$ cat src/rtl/rr_enc_pkg.sv
// rtl/rr_enc_pkg.sv - shared types and helpers for the round-robin encoder
//
// Purpose: holds the default request count, the index-width helper, the
// one-hot expansion shared with the 2-to-4 decoder side, and the state type
// of the encoder output stage.
// Ports: none (package).
package rr_enc_pkg;

   localparam int N_DEFAULT = 4;

   // Widest request vector that onehot() can expand into.
   localparam int N_MAX = 32;

   // Output stage holder: EMPTY means valid=0, FULL means idx is on offer.
   typedef enum logic {
      OUT_EMPTY = 1'b0,
      OUT_FULL  = 1'b1
   } out_state_e;

   // Index width for n request lines. At least 1 bit, so that n=1 still
   // yields a legal vector width.
   function automatic int idx_width(input int n);
      return (n < 2) ? 1 : $clog2(n);
   endfunction

   // Binary index to one-hot vector. Callers truncate the result to their
   // own request width.
   function automatic logic [N_MAX-1:0] onehot(input int unsigned i);
      return N_MAX'(1) << i;
   endfunction

endpackage

$ cat src/rtl/rr_pick.sv
// rtl/rr_pick.sv - combinational round-robin pick of one pending bit
//
// Purpose: rotating priority search. Starting at ptr and wrapping modulo N,
// it returns the first set bit of pending. This block has no state, so an
// arbiter can reuse it with its own pointer register.
// Ports:
//   pending  in  N  candidate bits
//   ptr      in  W  highest-priority position for this search
//   sel      out W  index of the first set bit at or after ptr (0 when none)
//   has_sel  out 1  at least one bit of pending is set
module rr_pick #(
   parameter int N = 4,
   parameter int W = 2
) (
   input  logic [N-1:0] pending,
   input  logic [W-1:0] ptr,
   output logic [W-1:0] sel,
   output logic         has_sel
);

   logic [W-1:0] cand;
   logic         found;

   // N is a power of two, so the W-bit sum ptr+i wraps modulo N by itself.
   always_comb begin
      sel     = '0;
      cand    = '0;
      found   = 1'b0;
      has_sel = |pending;
      for (int i = 0; i < N; i++) begin
         cand = ptr + W'(i);
         if (!found && pending[cand]) begin
            sel   = cand;
            found = 1'b1;
         end
      end
   end

endmodule

$ cat src/rtl/rr_encoder_4_2.sv
// rtl/rr_encoder_4_2.sv - sequential round-robin 4-to-2 encoder with valid/ready output
//
// Purpose: latches request pulses into a pending register. It serves one
// pending bit per transfer, in round-robin order, as a binary index on a
// valid/ready handshake.
// Ports:
//   clk          in  1  rising-edge clock
//   rst          in  1  synchronous active-high reset
//   req          in  N  request pulses, one wire per source
//   idx          out W  encoded source index, meaningful while valid=1
//   valid        out 1  idx holds an unconsumed index
//   ready        in  1  consumer takes idx in any cycle with valid && ready
//   any_pending  out 1  OR of the pending register (excludes the presented bit)
//   drop         out 1  one-cycle pulse: a request merged into an already pending bit
module rr_encoder_4_2
   import rr_enc_pkg::*;
#(
   parameter int  N = N_DEFAULT,
   localparam int W = idx_width(N)
) (
   input  logic         clk,
   input  logic         rst,
   input  logic [N-1:0] req,
   output logic [W-1:0] idx,
   output logic         valid,
   input  logic         ready,
   output logic         any_pending,
   output logic         drop
);

   // N must be a power of two and at least 2. rr_pick relies on the
   // W-bit pointer wrapping modulo N.

   logic [N-1:0] pending_q, pending_d;
   logic [W-1:0] ptr_q, ptr_d;
   logic [W-1:0] idx_q, idx_d;
   out_state_e   out_q, out_d;
   logic         drop_q, drop_d;

   logic [W-1:0] sel;
   logic         has_sel;
   logic         load;
   logic [N-1:0] clr;

   rr_pick #(
      .N (N),
      .W (W)
   ) u_pick (
      .pending (pending_q),
      .ptr     (ptr_q),
      .sel     (sel),
      .has_sel (has_sel)
   );

   always_comb begin
      out_d = out_q;
      idx_d = idx_q;
      ptr_d = ptr_q;
      clr   = '0;
      // Refill the output stage when it is empty or is being emptied this
      // cycle.
      load  = has_sel && ((out_q == OUT_EMPTY) || ready);

      if (load) begin
         clr   = N'(onehot(32'(sel)));
         idx_d = sel;
         ptr_d = sel + W'(1);
         out_d = OUT_FULL;
      end else if ((out_q == OUT_FULL) && ready) begin
         // Drain with nothing left to serve. idx keeps its old value.
         out_d = OUT_EMPTY;
      end

      // OR-ing req in after the clear gives a new request priority over the
      // bit being moved out. That source is then served again later.
      pending_d = (pending_q & ~clr) | req;

      // A request on a bit that stays pending is merged, and drop reports it.
      // A bit moving to the output this cycle is masked by clr, so a request
      // on it becomes a fresh pending entry and does not count as a drop.
      drop_d = |(req & pending_q & ~clr);
   end

   always_ff @(posedge clk) begin
      if (rst) begin
         pending_q <= '0;
         ptr_q     <= '0;
         idx_q     <= '0;
         out_q     <= OUT_EMPTY;
         drop_q    <= 1'b0;
      end else begin
         pending_q <= pending_d;
         ptr_q     <= ptr_d;
         idx_q     <= idx_d;
         out_q     <= out_d;
         drop_q    <= drop_d;
      end
   end

   assign idx         = idx_q;
   assign valid       = (out_q == OUT_FULL);
   assign any_pending = |pending_q;
   assign drop        = drop_q;

endmodule
$ cat config.mk
export PLATFORM = sky130hd
export DESIGN_NAME = rr_encoder_4_2
export DESIGN_NICKNAME = d
export VERILOG_FILES = /design/src/rtl/rr_enc_pkg.sv /design/src/rtl/rr_pick.sv /design/src/rtl/rr_encoder_4_2.sv
export SDC_FILE = /design/constraint.sdc
export NUM_CORES = 1
export LEC_CHECK = 0
export ABC_AREA = 1
export BUFFER_PORTS_ARGS = -buffer_cell sky130_fd_sc_hd__buf_2
export CORE_MARGIN = 2
export CORE_UTILIZATION = 48
export DETAILED_ROUTE_END_ITERATION = 6
export PLACE_DENSITY = 0.83
export SKIP_LAST_GASP = 1
export SYNTH_ARGS = -nofsm -noshare
export SYNTH_HDL_FRONTEND = slang
export SYNTH_SLANG_ARGS = --single-unit
$ cat constraint.sdc
create_clock -name clk -period 1.8 [get_ports clk]
set_input_delay 0.18 -clock clk [delete_from_list [all_inputs] [get_ports clk]]
set_output_delay 0.18 -clock clk [all_outputs]
set_load 0.02 [all_outputs]
**Yosys cells after proc, flatten, opt, wreduce, memory -nomap -nowiden**

Cells that the tools add are included.

- Mux-type cells: 18
- Order comparisons: 4
- Shifts and indexed selects: 1
- Reduce and logical (&&, ||, !) cells: 12
- $add $sub $neg: 4
- Bitwise logic cells: 6

Operators with widths:

| operator | count |
|---|---|
| 4-bit AND | 3 |
| 2-bit by 3-bit < comparator with 1-bit output, second input constant | 4 |
| 1-bit 2-to-1 mux | 9 |
| 1-bit binary-select mux with 2-bit select | 4 |
| 2-bit 2-to-1 mux | 4 |
| 4-bit OR reduction | 2 |
| 1-bit logical AND | 5 |
| 2-bit by 1-bit adder with 2-bit output, second input constant | 2 |
| 2-bit adder, second input constant | 2 |
| 4-bit 2-to-1 mux | 1 |
| 4-bit NOT | 1 |
| 4-bit bitwise OR | 1 |
| 1-bit by 2-bit left shift with 4-bit output, first input constant | 1 |
| 1-bit zero test | 3 |
| 2-bit nonzero test | 1 |
| 1-bit logical OR | 1 |
| 1-bit NOT | 1 |

- Bits in registers: 10
- Logic and storage cells: 50
- Input bits: 7

**Logic depth before layout (Yosys ltp)**

- Depth after elaboration: 17
- Depth in mapped cells: 18

**Modules after synthesis**

From an unflattened synthesis, not the netlist that was laid out.

- Cell total of the unflattened synthesis: 113
- Area, all modules: 726.9 um2

Modules (own cells, without submodules):

| module | area each (um2) | times used | cells each |
|---|---|---|---|
| rr_encoder_4_2 | 484.2 | 1 | 64 |
| rr_pick | 242.7 | 1 | 49 |

**Worst setup path before layout**

No wires, ideal clock.

- Path type: reg2reg
- Start point: register ptr_q[0]
- End point: register drop_q, in the netlist drop
- Setup time: 0.126 ns
- Stages on the path, launching flop included: 16
- Path slack: -0.003 ns
- Data arrival time: 1.677 ns
- Clock period less this slack: 1.803 ns
- Cells stage by stage: dfxtp_1 -> buf_6 -> inv_6 -> nand2_1 -> and2_4 -> nor3_4 -> inv_1 -> nand2_1 -> nand2_2 -> inv_1 -> ha_1 -> inv_1 -> o21ai_1 -> o22ai_1 -> nor2_1 -> nor2_1

- Word-level cells in the longest chain between the ends: 17

Ends and longest elaborated chain:

| element | line | source |
|---|---|---|
| start, declared | rr_encoder_4_2.sv:35 | `logic [W-1:0] ptr_q, ptr_d;` |
| start signal, assigned | rr_encoder_4_2.sv:93 | `ptr_q <= ptr_d;` |
| branches (longest 11 deep; another with 2-bit by 1-bit adder with 2-bit output) | - |  |
| 2-bit 2-to-1 mux * | rr_pick.sv:32 | `if (!found && pending[cand]) begin` |
| named net sel[0] | rr_encoder_4_2.sv:40 | `logic [W-1:0] sel;` |
| 1-bit by 2-bit left shift with 4-bit output * | rr_enc_pkg.sv:29 | `return N_MAX'(1) << i;` |
| 4-bit 2-to-1 mux * | rr_encoder_4_2.sv:64 | `if (load) begin` |
| 4-bit NOT * | rr_encoder_4_2.sv:81 | `drop_d = \|(req & pending_q & ~clr);` |
| 4-bit AND * | rr_encoder_4_2.sv:81 |  |
| 4-bit OR reduction * | rr_encoder_4_2.sv:81 |  |
| end signal, assigned | rr_encoder_4_2.sv:96 | `drop_q <= drop_d;` |
| end, declared | rr_encoder_4_2.sv:38 | `logic drop_q, drop_d;` |

Mark *: on every way through the listed nets, which the timed path passes. The select of a mux whose other input is x is not followed.
A chain may end at the register's enable or synchronous reset.

**Final worst setup path**

Ends and elaborated chain as after synthesis.

==> summary.txt <==
clock sink count: 10
Initial Utilization: 52.64%
Vias: 776
Worst Path Class, Setup: flip-flop to flip-flop
Crit Path Max Fanout: 6
Total Wirelength: 2056 um
fraction of layout cells with a size suffix above 1: 49.24%
Slew headroom: 82.99%
All-Layer GR Usage: 20.11%
Pint: 0.9383 mW
initial DRC count: 19
Synth Warn #: 0
Area Overhead vs Synth: 44.54%
worst reg2reg endpoint: drop
Netlist cell types: 22
failing checks: negative setup slack
Cell Area, Synth: 710.7 um2
Die Span X: 42.48 um
syn avg cell area: 6.705 um2
Clk pwr share: 11.8%
Syn Nets: 117
clk_lat worst skew: 0.27 ns
Maximum Capacitance Violations: 0
worst r2r path cells: 17
P_sw: 0.8131 mW
first-pass GRT wire length: 2787 um
Worst Setup Start Kind: flip-flop
register area share after synthesis: 28.17%
clk slew on worst S/H paths: 0.07 ns
P_leak: 0.5298 nW
PwrDens: 1705 nW/um2
Inserted Clock Buffers: 3
Hold Worst Slack: 0.1837 ns
hold buffer count at CTS: 0
Tot Pwr: 1.751 mW
diode count: 0
f_max: 480.8 MHz
Worst-Margin Slew: 0.2546 ns
largest net degree at the start of global routing: 11
NumNets Final: 144
number of global-route vias before repair: 684
CTS root buffer: clkbuf_4
Max H-tree Level: 1
Yosys reg bits: 10
Critical Path RT: 1.96 ns
CTS max path bufs: 2
setup ws final: -0.2798 ns
R2R Setup Slk: -0.28 ns
RD Place Congestion: 0.7883
Die Area: 1805 um2
DRT Pass-1 Iters: 4
wire per inst: 13.99 um
Ports: 12
initial antenna violation count: 0
Port Buf Inserts: 11
status: finished with violations
class of the worst hold path: input port to flip-flop
Sw Ratio: 46.43%
reg2reg start: ptr_q[0]
Fin Clk Skew: 0.002046 ns
Site Rows: 13
Synth Instances: 106
CP arrival: 2.24 ns
worst hold start: rst
DP HPWL: 1247 um
CTS tree: built
Worst Hold End: idx[0]
RSZ-0062 raised after global routing: true
Setup violations, final: 6
Avg Vias per Cell: 5.279
Logic pwr share: 69.2%
Max Slew Vio Count: 0
ANT nets after route: 0
Hold Path Stages: 2
Hold Fails Final Rpt: 0
CP Capture Type: flip-flop
Core ar.: 1350 um2
Final period util: 115.5%
Max IR drop VDD: 1.071 mV
Fin Setup TNS: -0.8833 ns
Die Ht: 42.48 um
GR Overflow Total: 0
fin crit period: 2.080 ns
# DRC: 0
share of power burned in registers: 19.0%
cell type report:
class	instances	area, um2
multi-input combinational	74	496.7
inverter	20	87.58
clock buffer	4	36.28
tap	15	18.77
sequential	10	205.2
timing repair buffer	24	182.7
fill	84	322.8
routing by layer:
metal  vias to the layer above  track usage [%]  routed length, um
met3                         6            2.586                 95
met4                         0            9.375                 36
met1                       355            23.04                774
met2                        35            36.31               1150
li1                        380                -                  -
met5                         -                0                  0
cells in the final DEF, fill, tap and decap left out, types with 2 or more instances in the layout:
cell type and count:
dfxtp_1 8, nand2_2 13, ha_1 2, nand2_4 3
o21ai_0 2, o22ai_2 2, buf_2 11, and2_4 2
nor2_1 3, inv_1 15, nand3_1 3, nand4_1 2
o21ai_2 2, a21oi_1 6, nand3_2 2, inv_4 2
inv_2 2, ha_4 2, clkbuf_4 3, buf_4 11
nand2_1 25
critical path: stages, from the launching register on:
cell	delay [ns]
dfxtp_4	0.38
buf_12	0.12
inv_8	0.04
nand2_4	0.04
nand2_2	0.06
nand2_2	0.09
nand2_4	0.07
nor3_4	0.23
inv_1	0.08
nand2_2	0.08
nand2_4	0.09
inv_4	0.08
ha_4	0.12
inv_1	0.05
o21ai_2	0.17
o22ai_2	0.11
nor2_2	0.10
nor2_1	0.05
cells by family (layout without fill, tap and decap cells):
| kind of cell | after synthesis | count (layout) | synth area share [%] |
|---|---|---|---|
| AOI/OAI and AO/OA | 14 | 14 | 11.27 |
| adders and majority gates | 4 | 4 | 7.043 |
| buffers and inverters | 22 | 48 | 13.38 |
| DFF | 10 | 10 | 28.17 |
| and+or+nand+nor | 56 | 56 | 40.14 |
state kept, by name (all words and copies together), names as in the netlist:
name       flops
ptr_q          2
pending_q      4
drop           1
valid          1
idx            2
per-stage QoR:
stage	utilization [%]	setup WS [ns]	area (um2)	cells
final	76.09	-0.2798	1027	147
after floorplan	-	0.008169	710.7	106
after global routing	76.09	-0.4138	1027	147
after CTS	66.91	-0.1784	903.4	144
after detailed placement	63.48	-0.2157	857.1	140
after global placement	63.48	-0.1045	857.1	140
how the worst max path moves through the flow:
stage	startpoint	slack, ns	endpoint
floorplan	ptr_q[0]	0.008	drop
global placement	ptr_q[0]	-0.10	drop
detailed placement	ptr_q[0]	-0.22	drop
CTS	ptr_q[0]	-0.18	drop
global route	ptr_q[0]	-0.41	drop
finish	ptr_q[0]	-0.28	drop
power by group through the flow:
stage | clock [mW] | sequential (mW) | combinational [mW]
global placement | 0 | 0.314 | 0.871
global route | 0.218 | 0.339 | 1.32
CTS | 0.202 | 0.313 | 0.927
floorplan | 0 | 0.338 | 0.601
finish | 0.206 | 0.333 | 1.21
detailed placement | 0 | 0.315 | 0.906
repair_timing:
item / 4_1_cts / 5_1_grt
gates resized for setup: 3 / 22
endpoints found under the hold margin: 0 / 0
setup buffers: 0 / 2
cloned: 0 / 1
endpoints found under the setup margin: 5 / 6
pin swaps: 0 / 12
synthesized netlist by cell type:
cell / number / share of area, %
a21oi_1: 6 / 4.2
nand3_1: 5 / 3.5
inv_2: 2 / 1.1
inv_6: 1 / 1.2
inv_1: 17 / 9.0
dfxtp_1: 10 / 28
nand2_2: 11 / 9.7
buf_6: 1 / 1.6
nand2_4: 1 / 1.6
nand3_2: 1 / 1.4
o21ai_1: 2 / 1.4
ha_1: 4 / 7.0
and2_4: 2 / 2.5
nor3_4: 1 / 2.3
nor2_1: 4 / 2.1
o21ai_0: 2 / 1.4
o21ai_2: 1 / 1.2
o22ai_1: 2 / 1.8
a21oi_2: 1 / 1.2
nand4_1: 2 / 1.8
nand2_1: 29 / 15
buf_1: 1 / 0.53
Power figures use the tool's default switching activity.
